File: src/rtl/speed_governor.sv
// Vehicle speed governor: key/lever/pedal inputs to a bounded speed count.
// Optional engine braking above the gear window: SPEED_GOV_ENGINE_BRAKE_EN.
module speed_governor #(
  parameter int SPEED_W   = 7,
  parameter int MAX_SPEED = 99,
  parameter int GEAR_W    = 3,
  parameter int NUM_GEARS = 5,
  parameter int REV_CODE  = 6,
  parameter int WIN_STEP  = 20,
  parameter int WIN_OFS   = 5,
  parameter int REV_MAX   = 20,
  parameter int TICK_DIV  = 1
) (
  input  logic              clk,
  input  logic              rst,
  input  logic              key_on,
  input  logic              accel,
  input  logic              brake,
  input  logic [GEAR_W-1:0] gear,
  output logic [SPEED_W-1:0] speed,
  output logic [GEAR_W-1:0] eff_gear,
  output logic              reverse,
  output logic              gear_fault
);

  localparam int AW = SPEED_W + GEAR_W + 1;
  localparam int TW = (TICK_DIV > 1) ? $clog2(TICK_DIV) : 1;

  localparam logic [AW-1:0] C_STEP = AW'(WIN_STEP);
  localparam logic [AW-1:0] C_OFS  = AW'(WIN_OFS);
  localparam logic [AW-1:0] C_MAX  = AW'(MAX_SPEED);
  localparam logic [AW-1:0] C_LOB  = AW'(WIN_STEP + WIN_OFS);

  localparam logic [SPEED_W-1:0] C_RMAX = SPEED_W'(REV_MAX);
  localparam logic [SPEED_W-1:0] C_ONE  = SPEED_W'(1);
  localparam logic [SPEED_W-1:0] C_FIVE = SPEED_W'(5);
  localparam logic [SPEED_W-1:0] C_TEN  = SPEED_W'(10);

  localparam logic [GEAR_W-1:0] C_REV = GEAR_W'(REV_CODE);
  localparam logic [GEAR_W-1:0] C_NG  = GEAR_W'(NUM_GEARS);
  localparam logic [TW-1:0]     C_TL  = TW'(TICK_DIV - 1);

  typedef enum logic [1:0] {
    S_OFF,
    S_FWD,
    S_REV
  } state_t;

  state_t r_state;
  state_t w_state_nxt;

  logic [TW-1:0]      r_tick;
  logic [SPEED_W-1:0] r_speed;
  logic [GEAR_W-1:0]  r_eff_gear;
  logic               r_fault;

  logic               w_tick;
  logic [SPEED_W-1:0] w_speed_nxt;
  logic [GEAR_W-1:0]  w_eff_nxt;
  logic               w_fault;
  logic               w_is_rev;
  logic               w_moving;
  logic               w_fwd_gear;

  logic [AW-1:0] w_spd_x;
  logic [AW-1:0] w_base;
  logic [AW-1:0] w_hi_raw;
  logic [AW-1:0] w_hi;
  logic [AW-1:0] w_lo;
  logic          w_gt_lo;
  logic          w_lt_hi;
  logic          w_gt_hi;

  assign w_tick = (r_tick == C_TL);

  // Window bounds in widened arithmetic, clamped to 0..MAX_SPEED.
  assign w_spd_x  = AW'(r_speed);
  assign w_base   = C_STEP * AW'(gear);
  assign w_hi_raw = w_base + C_OFS;
  assign w_hi     = (w_hi_raw > C_MAX) ? C_MAX : w_hi_raw;
  assign w_lo     = (w_base >= C_LOB) ? (w_base - C_LOB) : '0;
  assign w_gt_lo  = (w_spd_x > w_lo);
  assign w_lt_hi  = (w_spd_x < w_hi);
  assign w_gt_hi  = (w_spd_x > w_hi);

  assign w_is_rev = (gear == C_REV);
  assign w_moving = (r_speed != '0);
  assign w_fault  = key_on & w_moving &
                    (((r_state == S_FWD) & w_is_rev) |
                     ((r_state == S_REV) & !w_is_rev));

  assign w_fwd_gear = (gear != '0) && (gear <= C_NG) && !w_fault;

  always_comb begin
    w_state_nxt = r_state;
    if (!key_on) begin
      w_state_nxt = S_OFF;
    end else begin
      unique case (r_state)
        S_OFF: w_state_nxt = S_FWD;
        S_FWD: if (w_is_rev && !w_moving) w_state_nxt = S_REV;
        S_REV: if (!w_is_rev && !w_moving) w_state_nxt = S_FWD;
        default: w_state_nxt = S_OFF;
      endcase
    end
  end

  always_comb begin
    w_speed_nxt = r_speed;
    unique case (r_state)
      S_OFF: begin
        if (brake) begin
          if (r_speed > C_TEN) w_speed_nxt = r_speed - C_TEN;
          else if (r_speed > C_FIVE) w_speed_nxt = r_speed - C_FIVE;
          else if (w_moving) w_speed_nxt = r_speed - C_ONE;
        end
      end
      S_FWD: begin
        if (w_fwd_gear) begin
          if (brake && w_gt_lo) w_speed_nxt = r_speed - C_ONE;
          else if (!brake && accel && w_lt_hi) w_speed_nxt = r_speed + C_ONE;
`ifdef SPEED_GOV_ENGINE_BRAKE_EN
          else if (w_gt_hi) w_speed_nxt = r_speed - C_ONE;
`endif
        end else if (brake && w_moving) begin
          w_speed_nxt = r_speed - C_ONE;
        end
      end
      S_REV: begin
        if (brake && w_moving) w_speed_nxt = r_speed - C_ONE;
        else if (!brake && !w_fault && accel && r_speed < C_RMAX)
          w_speed_nxt = r_speed + C_ONE;
      end
      default: w_speed_nxt = r_speed;
    endcase
  end

  always_comb begin
    w_eff_nxt = '0;
    if (w_state_nxt == S_FWD && w_fwd_gear) w_eff_nxt = gear;
    else if (w_state_nxt == S_REV && !w_fault) w_eff_nxt = C_REV;
  end

  always_ff @(posedge clk) begin
    if (rst) begin
      r_state    <= S_OFF;
      r_tick     <= '0;
      r_speed    <= '0;
      r_eff_gear <= '0;
      r_fault    <= 1'b0;
    end else begin
      r_state    <= w_state_nxt;
      r_tick     <= w_tick ? '0 : r_tick + TW'(1);
      r_eff_gear <= w_eff_nxt;
      r_fault    <= w_fault;
      if (w_tick) r_speed <= w_speed_nxt;
    end
  end

  assign speed      = r_speed;
  assign eff_gear   = r_eff_gear;
  assign reverse    = (r_state == S_REV);
  assign gear_fault = r_fault;

endmodule

File: config.mk
export PLATFORM = sky130hd
export DESIGN_NAME = speed_governor
export DESIGN_NICKNAME = d
export VERILOG_FILES = /design/src/rtl/speed_governor.sv
export SDC_FILE = /design/constraint.sdc
export NUM_CORES = 1
export LEC_CHECK = 0
export ABC_CLOCK_PERIOD_IN_PS = 8300
export BUFFER_PORTS_ARGS = -buffer_cell sky130_fd_sc_hd__buf_2
export CAP_MARGIN = 20
export CORE_ASPECT_RATIO = 1.1
export CORE_MARGIN = 3
export CORE_UTILIZATION = 55
export DETAILED_ROUTE_END_ITERATION = 8
export PLACE_DENSITY = 0.74
export SLEW_MARGIN = 20
export SYNTH_ARGS = -nofsm -noshare
export SYNTH_HDL_FRONTEND = slang
export SYNTH_SLANG_ARGS = --single-unit
File: constraint.sdc
create_clock -name clk -period 8.3 [get_ports clk]
set_input_delay 1.66 -clock clk [delete_from_list [all_inputs] [get_ports clk]]
set_output_delay 1.66 -clock clk [all_outputs]
set_load 0.02 [all_outputs]
==> impl_metrics.tcl, run 1 <==
set metrics [dict create \
    critPathCaptureType "flop" \
    ir_drop_mv 0.1555 \
    clock-sinks 14 \
    htree_levels 1 \
    hpwl_um 4577 \
    relSlewSlack_pct 48.20 \
    grt_use_total_pct 26.22 \
    rows 23 \
    clkTransAtPathRegs_ns 0.07 \
    powerDensity_mw_per_mm2 277.9 \
    period_minus_slack_ns 5.225 \
    synthDistinctLibCells 71 \
    yosysWarnings 0 \
    drt_iter0_markers 184 \
    ctsResizeCount 0 \
    die_w_um 67.47 \
    worst_pin_slew_ns 0.7760 \
    drive_above_1_share_pct 14.75 \
    routed_wl_um 6192 \
    io_buffers 19 \
    status "completed" \
    async_reset_ff_share_pct 0 \
    detail-route-antenna-nets 0 \
    antenna_found_initial 0 \
    skew_ns 0.009945 \
    ys.flop_type "dfxtp_1" \
    syn_inst 299 \
    avgSynthCellArea_um2 7.645 \
    insertedDiodeCount 0 \
    io_pins 20 \
    crit_fanout 8 \
    place.gp.congestion 0.9013 \
    rsz0062_at_grt "no" \
    hp-class "reg -> reg" \
    start_kind "input pin" \
    maxCapViolCount 0 \
    fp.coreArea_mm2 0.003827 \
    clkLatencyLatePin_ns 0.25 \
    synth_edf_count 0 \
    finalSetupViolations 0 \
    synth_seq_cells 14 \
    grt_max_degree 20 \
    drc 0 \
    fin_util_pct 63.09 \
    dp_worst_setup_slack_ns 2.857 \
    fin_nets 347 \
    worst_slack_ns 3.075 \
    arrival_ns 5.34 \
    fin_crit_sh_pct 62.95 \
    synth_fp_nets 340 \
    fp.dieArea_mm2 0.004967 \
    crit_type "in -> reg" \
    cts_tree "done" \
    slew_viol_final 0 \
    hold_buffers 0 \
    wl_per_cell_um 17.44 \
    clock_path_buffers 2 \
    grt_overflow 0 \
    grt_pass1_vias 2131 \
    fmax_ghz 0.1914 \
    finalSetupTns_ns 0 \
    cts-buffers-inserted 3 \
    power_leakage_uw 0.001051 \
    synth_area_mm2 0.002286 \
    fill_cells 344 \
    vias 2351 \
    die_y_um 73.62 \
    dpl.cell_count 351 \
    post_cts_buffers 0 \
    initial_core_util_pct 59.73 \
    area_delta_synth_final_pct 5.638 \
    grt_pass1_wl_um 10160 \
    finalNonFillerCells 355 \
    dr.pass1.iters 4 \
    synth_seq_area_share_pct 12.26 \
    crit_required_ns 8.42 \
    finalHoldViolCount 0 \
    viasPerCell 6.623 \
    cts_root_buf "clkbuf_8" \
]
[flip-flops by register name, indices dropped and copies added (netlist names)]
signal / count
speed: 7
eff_gear: 3
r_state: 2
gear_fault: 1
r_tick: 1
[cell type report]
class	count	area, um2	area share, %
inverters	19	71.32	2.953
well taps	50	62.56	2.591
clock buffers	4	55.05	2.280
repair buffers	19	95.09	3.938
flip-flops and latches	14	280.3	11.61
multi-input cells	249	1851	76.63
[synth_stat cells (3+ instances only)]
library cell / instances / share of area [%]
ha_1: 33 / 18
nand2_1: 29 / 4.8
a21oi_1: 22 / 4.8
inv_1: 19 / 3.1
nor2_1: 19 / 3.1
dfxtp_1: 14 / 12
nand3_1: 14 / 3.1
o21ai_0: 13 / 2.8
clkbuf_1: 11 / 1.8
nand2b_1: 6 / 1.6
xnor2_1: 6 / 2.3
a31oi_1: 5 / 1.4
mux2i_1: 5 / 2.2
nor3_1: 5 / 1.1
a211oi_1: 4 / 1.3
and3_1: 4 / 1.1
buf_2: 4 / 0.88
o211ai_1: 4 / 1.3
or3_1: 4 / 1.1
a211o_1: 3 / 1.1
nand4_1: 3 / 0.82
o22ai_1: 3 / 0.82
o32ai_1: 3 / 1.1
xor2_1: 3 / 1.1
[layer usage]
layer | share of wire (%) | wire (um) | GRT usage (%) | up-vias
met1 | 45 | 2788 | 35.71 | 1091
met2 | 44 | 2744 | 42.16 | 103
met3 | 7.5 | 464 | 2.599 | 21
met4 | 3.1 | 195 | 9.910 | 0
met5 | 0 | 0 | 0 | -
li1 | - | - | - | 1136
[metrics by stage]
stage / hold WS, ns / instance area [um2] / total power, uW
floorplan: 0.6390 / 2286 / 489.6
global placement: 0.6967 / 2360 / 583.3
detailed placement: 0.7075 / 2360 / 589.0
CTS: 0.7200 / 2415 / 661.2
global route: 0.7835 / 2415 / 719.4
finish: 0.7068 / 2415 / 671.0
[cells in the final DEF, fill, tap and decap left out, types with 4 or more instances in the layout]
cell type  instances
mux2i_1            5
or3_1              4
a21oi_1           22
clkbuf_8           4
nor2_1            19
o211ai_1           4
nand2b_1           6
dfxtp_1           14
buf_2             19
a211oi_1           4
nand3_1           14
nand2_1           29
o21ai_0           13
xnor2_1            6
nor3_1             5
ha_1              33
inv_1             19
a31oi_1            5
and3_1             4
[worst paths after layout]
check | from | end | slack [ns] | cells past startpoint
max | gear[2] | speed[3] | 3.07 | 16
min | r_state[1] | r_state[1] | 0.71 | 3
max reg2reg | speed[1] | speed[4] | 4.74 | 9
min reg2reg | r_state[1] | r_state[1] | 0.71 | 3
[kinds of logic (layout without fill, tap and decap cells)]
group	Yosys count	count (layout)	synth area share (%)
simple gates	101	101	23.10
compound gates	97	97	32.35
buf+inv	36	42	6.787
fa+ha+maj	33	33	18.06
flops	14	14	12.26
xor+xnor	9	9	3.448
mux	8	8	3.831
other cells	1	1	0.1640
[power breakdown]
| group | internal [uW] | total, uW | switching [uW] |
|---|---|---|---|
| Clock | 42.1 | 70.5 | 28.4 |
| Sequential | 78.8 | 131 | 52.5 |
| Combinational | 192 | 469 | 278 |
[critical path: stages]
cell,delay [ns]
buf_2,0.17
ha_1,0.17
ha_1,0.18
inv_1,0.05
ha_1,0.36
or2_1,0.29
or3_1,0.44
nand2_1,0.14
ha_1,0.26
a21oi_1,0.15
a21oi_1,0.09
o2111ai_2,0.40
nand2_2,0.24
mux2_4,0.35
a311oi_2,0.27
o32ai_1,0.12
(Power assumes the default switching activity.)
==> run 2, diff against run 1 <==
--- a/config.mk
+++ b/config.mk
@@ -5,14 +5,15 @@
 export SDC_FILE = /design/constraint.sdc
 export NUM_CORES = 1
 export LEC_CHECK = 0
-export ABC_CLOCK_PERIOD_IN_PS = 8300
+export ABC_AREA = 1
+export ABC_CLOCK_PERIOD_IN_PS = 4900
 export BUFFER_PORTS_ARGS = -buffer_cell sky130_fd_sc_hd__buf_2
 export CAP_MARGIN = 20
 export CORE_ASPECT_RATIO = 1.1
 export CORE_MARGIN = 3
 export CORE_UTILIZATION = 55
 export DETAILED_ROUTE_END_ITERATION = 8
-export PLACE_DENSITY = 0.74
+export PLACE_DENSITY = 0.75
 export SLEW_MARGIN = 20
 export SYNTH_ARGS = -nofsm -noshare
 export SYNTH_HDL_FRONTEND = slang
==> constraint.sdc (replaced) <==
create_clock -name clk -period 4.9 [get_ports clk]
set_input_delay 0.98 -clock clk [delete_from_list [all_inputs] [get_ports clk]]
set_output_delay 0.98 -clock clk [all_outputs]
set_load 0.02 [all_outputs]
==> run 2 against run 1 <==
Hold slack worse by 0.031 ns. Sequential power up 23%. Sequential share of layout area about the same. Critical path depth is 4 higher. Sequential cell count unchanged. First-iteration DRC count is 3.8% lower. Die area is 2.4% lower. Global-route usage fell by 0.37 points. Total power increased by 14%. Final area decreased by 0.31%. Setup slack got worse by 2.1 ns. Register-to-register slack got worse by 2.4 ns. Critical endpoint is now speed[1].
==> impl_metrics.tcl, run 2 <==
set metrics [dict create \
    crit_slowest_cell "nand3_1" \
    routed_wl_um 5766 \
    die_y_um 72.72 \
    cts-buffers-inserted 3 \
    vias 2362 \
    arrival_ns 4.16 \
    antenna_found_initial 0 \
    dr.pass1.iters 5 \
    htree_levels 1 \
    fill_cells 358 \
    drc 0 \
    cts_root_buf "clkbuf_8" \
    finalSetupTns_ns 0 \
    maxCapViolCount 0 \
    critPathCaptureType "flop" \
    crit_type "in -> reg" \
    met1Wirelength_um 2687 \
    clkLatencyLatePin_ns 0.26 \
    synth_top_area_share_pct 18.55 \
    avgSynthCellArea_um2 6.082 \
    crit_fanout 12 \
    dp_worst_setup_slack_ns 0.7284 \
    fin_crit_sh_pct 81.03 \
    ir_drop_mv 0.1281 \
    io_pins 20 \
    final_common_cell "nand2_1" \
    rrSetupSlack_ns 2.39 \
    r2r_cells 10 \
    initial_core_util_pct 59.04 \
    synth_fp_nets 407 \
    grt_use_total_pct 25.85 \
    yosysWarnings 0 \
    yosys-top-cells-count "nand2_1 (104), inv_1 (41), nand3_1 (36)" \
    post_cts_buffers 0 \
    async_reset_ff_share_pct 0 \
    grt_pass1_wl_um 9894 \
    synth_edf_count 0 \
    hpwl_um 4655 \
    detail-route-antenna-nets 0 \
    synthDistinctLibCells 32 \
    synth_seq_cells 14 \
    cts_tree "done" \
    wl_per_cell_um 13.26 \
    fin_nets 427 \
    ctsResizeCount 0 \
    syn_inst 366 \
    clock-sinks 14 \
    slowest_delay_ns 0.33 \
    grt_overflow 0 \
    grt_pass1_vias 2172 \
    rr_endpoint "speed[1]" \
    finalHoldViolCount 0 \
    top_layer "met4" \
    drive_above_1_share_pct 13.25 \
    finalSetupViolations 0 \
    r2r_start "speed[4]" \
    fp.coreArea_mm2 0.003770 \
    dpl-instance-area_mm2 0.002352 \
    start_kind "input pin" \
    relSlewSlack_pct 62.17 \
    grt_max_degree 13 \
    slew_viol_final 0 \
    clock_path_buffers 2 \
    synth_area_leaders "ha_1 (19%), nand2_1 (18%), dfxtp_1 (13%)" \
    layout_common_cells "nand2_1 (104), inv_1 (41), nand3_1 (36)" \
    drt_iter0_markers 177 \
    crit_required_ns 5.09 \
    worst_slack_ns 0.9293 \
    largest_register_ffs 7 \
    powerDensity_mw_per_mm2 319.1 \
    viasPerCell 5.430 \
    skew_ns 0.006915 \
    fmax_ghz 0.2518 \
    path_cells "buf_2 > ha_1 > ha_1 > inv_1 > ha_1 > nor2_1 > nand3_2 > inv_1 > a21oi_1 > o21ai_0 > ha_1 > nand2_1 > nor2_1 > a21oi_1 > nand3_1 > nand3_2 > nand2_2 > nor2_1 > nand2_1 > a21oi_1" \
    yosys.cell_count.top_type "nand2_1" \
    stdcell_area_mm2 0.002407 \
    power_leakage_uw 0.001340 \
    ys.flop_type "dfxtp_1" \
    crit_top_cell "ha_1" \
    worst_pin_slew_ns 0.5667 \
    hp-class "reg -> reg" \
    synth_area_mm2 0.002226 \
    die_w_um 66.66 \
    clkTransAtPathRegs_ns 0.07 \
    status "completed" \
    io_buffers 19 \
    area_delta_synth_final_pct 8.151 \
    rsz0062_at_grt "no" \
    synth_largest_area_cell "ha_1" \
    fp.dieArea_mm2 0.004847 \
    cp-endpoint "speed[1]" \
    rows 23 \
    route.met2.wl_um 2673 \
    wl_met3_um 331 \
    synth_seq_area_share_pct 12.59 \
    setup.worst_path.start "gear[0]" \
    place.gp.congestion 0.9342 \
    hold_buffers 0 \
    period_minus_slack_ns 3.971 \
    insertedDiodeCount 0 \
]
[run 2: cell types whose count changed in the layout (fill, tap and decap cells not counted), moves of 4 or more]
cell,change
a211oi_1,-4
or3_1,-4
inv_1,+22
inv_2,+7
nor2_1,+16
nor3_1,+4
xnor2_1,-4
nand2_1,+75
a21oi_2,+4
a31oi_1,-4
xor2_1,+11
mux2i_1,-5
nand2b_1,-6
nand3_1,+22
[run 2: worst min-delay path by stage]
stage                     from          to  slack, ns  cells past startpoint
floorplan           r_state[1]  r_state[1]       0.62                      4
global placement      speed[1]    speed[1]       0.64                      2
detailed placement    speed[1]    speed[1]       0.66                      2
CTS                   speed[1]    speed[1]       0.67                      2
global route          speed[1]    speed[1]       0.70                      2
finish                speed[1]    speed[1]       0.68                      2
[run 2: area by class of cell]
type	count	area, um2	area share, %
Inverter	49	186.4	7.744
Clock buffer	4	55.05	2.287
Timing Repair Buffer	19	95.09	3.950
Multi-Input combinational cell	299	1728	71.78
Sequential cell	14	280.3	11.64
Tap cell	50	62.56	2.599
[run 2: worst max-delay path: cells and delay by family]
family	cells	cell delay (ns)
AND/OR/NAND/NOR	9	1.42
buffers and inverters	3	0.33
adder cells (fa/ha/maj)	4	0.92
AO/OA/AOI/OAI	4	0.51
[run 2: cells by family after synthesis]
kind of cell | count (synthesis) | synth area share [%]
and+or+nand+nor | 209 | 42.50
buffers and inverters | 53 | 9.781
AOI/OAI and AO/OA | 40 | 10.12
adders and majority gates | 33 | 18.55
xor gates and xnor gates | 16 | 6.296
DFF | 14 | 12.59
other | 1 | 0.1685
[run 2: routing by layer]
metal / track usage (%) / vias to the layer above
met5: 0 / -
met4: 7.449 / 0
met3: 2.465 / 7
met2: 43.50 / 84
met1: 34.84 / 1051
li1: - / 1220
[run 2: power breakdown]
part / switching (uW) / internal (uW) / leakage [uW]
registers: 35.2 / 126 / 0.000115
logic: 323 / 164 / 0.00120
clock network: 49.0 / 71.4 / 0.0000288
total: 407 / 361 / 0.00134
[run 2: metrics by stage]
step / cells / hold slack [ns] / util, % / power (uW)
2_1_floorplan: 366 / 0.6161 / - / 529.0
3_3_place_gp: 431 / 0.6427 / 62.40 / 633.0
3_5_place_dp: 431 / 0.6586 / 62.40 / 638.5
4_1_cts: 435 / 0.6685 / 63.86 / 762.2
5_1_grt: 435 / 0.7010 / 63.86 / 835.9
6_report: 435 / 0.6755 / 63.86 / 768.2
